### config.mk
export PLATFORM = sky130hd
export DESIGN_NAME = cvxif_result_buf
export DESIGN_NICKNAME = d
export VERILOG_FILES = /design/src/rtl/cvxif_pkg.sv /design/src/rtl/cvxif_result_buf.sv
export SDC_FILE = /design/constraint.sdc
export NUM_CORES = 1
export LEC_CHECK = 0
export CORE_AREA = 2 2 122 124
export DETAILED_ROUTE_END_ITERATION = 7
export DIE_AREA = 0 0 124 126
export HOLD_SLACK_MARGIN = 0.08
export MAX_ROUTING_LAYER = met4
export PLACE_DENSITY_LB_ADDON = 0.25
export SLEW_MARGIN = 40
export SYNTH_ARGS = -nofsm -noshare
export SYNTH_HDL_FRONTEND = slang
export SYNTH_SLANG_ARGS = --single-unit
### constraint.sdc
create_clock -name clk -period 6.85 [get_ports clk]
set_input_delay 1.7125 -clock clk [delete_from_list [all_inputs] [get_ports clk]]
set_output_delay 1.7125 -clock clk [all_outputs]
set_load 0.005 [all_outputs]
### src/rtl/cvxif_pkg.sv
// Shared CV-X-IF result types used by the coprocessor result path.
package cvxif_pkg;

  localparam int unsigned XLEN = 32;

  // System-wide instruction id width; result buffer instances use the same ID_W.
  localparam int unsigned CVXIF_ID_W = 4;

  typedef struct packed {
    logic [XLEN-1:0]       data;
    logic [4:0]            rd;
    logic [CVXIF_ID_W-1:0] id;
  } result_t;

endpackage

### src/rtl/cvxif_result_buf.sv
// In-order FIFO holding coprocessor results until the core writes them back.
// Optional CVXIF_RESULT_BYPASS_EN: an empty buffer forwards in_* straight to out_*.
module cvxif_result_buf
  import cvxif_pkg::*;
#(
  parameter int unsigned DEPTH = 4,
  parameter int unsigned ID_W  = 4
) (
  input  logic                     clk,
  input  logic                     rst,
  input  logic                     flush,
  input  logic                     in_valid,
  output logic                     in_ready,
  input  logic [XLEN-1:0]          in_data,
  input  logic [4:0]               in_rd,
  input  logic [ID_W-1:0]          in_id,
  output logic                     out_valid,
  input  logic                     out_ready,
  output logic [XLEN-1:0]          out_data,
  output logic [4:0]               out_rd,
  output logic [ID_W-1:0]          out_id,
  output logic                     out_we,
  output logic [$clog2(DEPTH):0]   count
);

  localparam int unsigned PW = $clog2(DEPTH);
  localparam int unsigned CW = PW + 1;
  localparam logic [CW-1:0] FULL = CW'(DEPTH);

  result_t        mem [DEPTH];
  logic [PW-1:0]  rd_ptr;
  logic [PW-1:0]  wr_ptr;
  logic [CW-1:0]  cnt;

  logic           running;
  logic           empty;
  logic           push;
  logic           store;
  logic           pop;
  result_t        wdata;
  result_t        head;

  assign running  = !rst && !flush;
  assign empty    = (cnt == '0);
  assign in_ready = running && (cnt != FULL);
  assign push     = in_valid && in_ready;

  always_comb begin
    wdata      = '0;
    wdata.data = in_data;
    wdata.rd   = in_rd;
    wdata.id   = CVXIF_ID_W'(in_id);
  end

  always_comb begin
    head      = mem[rd_ptr];
    out_valid = running && !empty;
    store     = push;
`ifdef CVXIF_RESULT_BYPASS_EN
    // Empty buffer: present the incoming result now; keep it only if the core stalls.
    if (empty) begin
      head      = wdata;
      out_valid = in_valid && running;
      store     = push && !out_ready;
    end
`endif
  end

  // Storage pops only when it actually held the presented entry.
  assign pop = out_valid && out_ready && !empty;

  assign out_data = head.data;
  assign out_rd   = head.rd;
  assign out_id   = ID_W'(head.id);
  assign out_we   = (head.rd != 5'd0);
  assign count    = cnt;

  always_ff @(posedge clk) begin
    if (!running) begin
      rd_ptr <= '0;
      wr_ptr <= '0;
      cnt    <= '0;
    end else begin
      if (store) wr_ptr <= wr_ptr + 1'b1;
      if (pop)   rd_ptr <= rd_ptr + 1'b1;
      case ({store, pop})
        2'b10:   cnt <= cnt + 1'b1;
        2'b01:   cnt <= cnt - 1'b1;
        default: ;
      endcase
    end
  end

  always_ff @(posedge clk) begin
    if (store) mem[wr_ptr] <= wdata;
  end

endmodule

==> run summary <==
Max Freq - 206.5 MHz
Cell count after synthesis - 271
Adder-Cell Fraction of Synth Area - 0.01286
I/O pins - 93
RSZ-0062 raised after global routing - no
Antenna Cells - 0
Clock-pin slew on the worst setup and hold paths - 0.06 ns
Total gr overflow - 0
Clk_lat worst skew - 0.42 ns
VDD IR-drop max - 0.0001378 V
Port-buffer cells - 92
Multiplexer share of the synthesized area - 0.1485
Yosys cell types - 28
Worst slew pin tran - 0.6316 ns
H-Tree Depth - 4
DRT iter0 DRCs - 225
Arrival time at the worst endpoint - 3.13 ns
Seq/Total Area, Yosys - 0.7949
Synthesized Nets - 323
Resized Gates After CTS - 0
Synth area leader - edfxtp_1
Die footprint - 0.01562 mm²
Drt pass-1 iters - 4
Post-synth EDFFs - 164
Top cell type's share of synthesized area - 0.7668
Seq cells post-synth - 173
Num CTS Buffers - 17
Cell row count - 44
Final hold viol count - 0
Setup CP Type - in2out
Syn_area_per_cell - 23.70 µm²
Synth Cell Area - 0.006422 mm²
Post-DP HPWL - 6.590 mm
Worst min-delay path startpoint - rd_ptr[1]
CP Launch Type - primary input
R2r startpoint - count[0]
Worst Skew - 0.005658 ns
Routed WL per cell - 19.27 µm
Min Hold Slack - 0.4573 ns
Residual DRC - 0
Pins Over Slew Limit - 0
Nets@finish - 429
Die X-Extent - 124 µm
Synth Area in Simple Gates - 0.02026
First-pass GRT wire length - 16.99 mm
Share of cells above drive strength 1 - 0.2154
Max-cap check violation count - 0
Largest family of logic cells by synthesized area - multiplexers
Synth Area in Compound Gates - 0.006429
Die height - 126 µm
Core footprint - 0.01431 mm²
TritonCTS clock tree - done
Warnings, synthesis - 0
Starting Density - 0.4487
Final wirelength - 11.06 mm
Final Setup Violations - 0
Place WS - 2.007 ns
TNS Setup - 0 ns
Worst min path class - reg2reg
CP startpoint - rst
Setup crit end kind - output pin
Vias per cell - 5.146
Final min period - 4.843 ns
Pleak - 2.575 nW
Setup bufs post-CTS - 0
Root buf cell - clkbuf_16
Sink Count - 173
Status - complete, no violations
Dominant register cell in the synthesized netlist - edfxtp_1
Async set-reset flop share out of synthesis - 0
Initial antenna violation count - 0
Largest net degree at the start of global routing - 42
Via count of the routed design - 2,954
Post-route ant nets - 0
Synth area leaders - edfxtp_1 (77%), mux4_2 (14%), dfxtp_1 (2.8%)
Placer Congestion - 0.6946
Worst Slack Setup Final - 2.007 ns
CTS Hold Bufs - 0
Layout Cells excl Fill - 574
Area growth syn-to-layout - 27.04%
GRT Util Overall - 0.1582
CP required - 5.14 ns
Synth Area in XOR/XNOR - 0.002727
Tcrit/Tclk final - 0.7070
# placed instances - 542
Clk buf depth - 2
Vias in the first global route - 3,225
Pwr Density - 263.8 mW/mm²
Max FO, Critical Path - 10
Slew headroom - 0.5789
[routing by layer]
metal	track usage	wire length (µm)
met4	0.06742	200
met3	0.04303	535
met5	-	0
met2	0.2408	5378
met1	0.2017	4948
[layout by cell type (no fill, tap or decap), drive strengths merged, types with 4 or more instances in the layout]
| cell | instances |
|---|---|
| dfxtp | 9 |
| a21oi | 4 |
| ha | 5 |
| clkdlybuf4s50 | 92 |
| edfxtp | 164 |
| inv | 5 |
| buf | 6 |
| nor2 | 5 |
| clkbuf | 26 |
| clkinv | 4 |
| mux4 | 41 |
| and2 | 5 |
[state kept, by name, summed over array words and instances, names as in the netlist, named ones only]
name and cells:
rd_ptr 2, count 3, wr_ptr 2, mem 164
[where the power goes]
part           switching, mW  total, mW  internal (mW)
clock network          0.355      0.912          0.556
registers            0.00229       1.17           1.17
logic                 0.0287     0.0726         0.0439
total                  0.386       2.15           1.77
[through the flow]
step	area, µm²	power [mW]	util
2_1_floorplan	6422	1.209	-
6_report	8159	2.152	0.5700
3_3_place_gp	7540	1.261	0.5267
4_1_cts	8159	2.173	0.5700
3_5_place_dp	7582	1.264	0.5297
5_1_grt	8159	2.227	0.5700
[cell usage after synthesis (2+ instances only)]
cell      number
nand2_1        3
ha_1           5
and2_1         5
a21oi_1        4
buf_6          2
nor2_1         5
mux4_2        41
nor3_1         3
mux2i_1        3
edfxtp_1     164
inv_1          5
buf_4          3
buf_2          5
dfxtp_1        9
[worst paths after layout]
kind	endpoint	slack (ns)	depth (start not counted)
setup / recovery	out_valid	2.01	4
hold / removal	flop	0.46	1
setup reg to reg	count[2]	4.57	8
hold reg to reg	flop	0.46	1
[critical path, cell delays in order]
cell and delay, ns:
clkdlybuf4s50_1 0.41, or2_1 0.35, nor2_1 0.15, clkdlybuf4s50_1 0.51
[kinds of logic (layout without fill, tap and decap cells)]
family                     Yosys count  in the layout
adders and majority gates            6              6
and+or+nand+nor                     23             23
buffers and inverters               16            135
AOI/OAI and AO/OA                    7              7
xor gates and xnor gates             2              2
muxes                               44             44
DFF                                173            173
[layout make-up]
cell class | count | area (µm²)
fillers | 1096 | 6155
flip-flops and latches | 173 | 5112
multi-input cells | 82 | 1230
clock buffers | 26 | 519.2
inverters | 5 | 18.77
clock inverters | 6 | 57.56
well taps | 184 | 230.2
repair buffers | 98 | 991.0
Power figures use the tool's default switching activity.
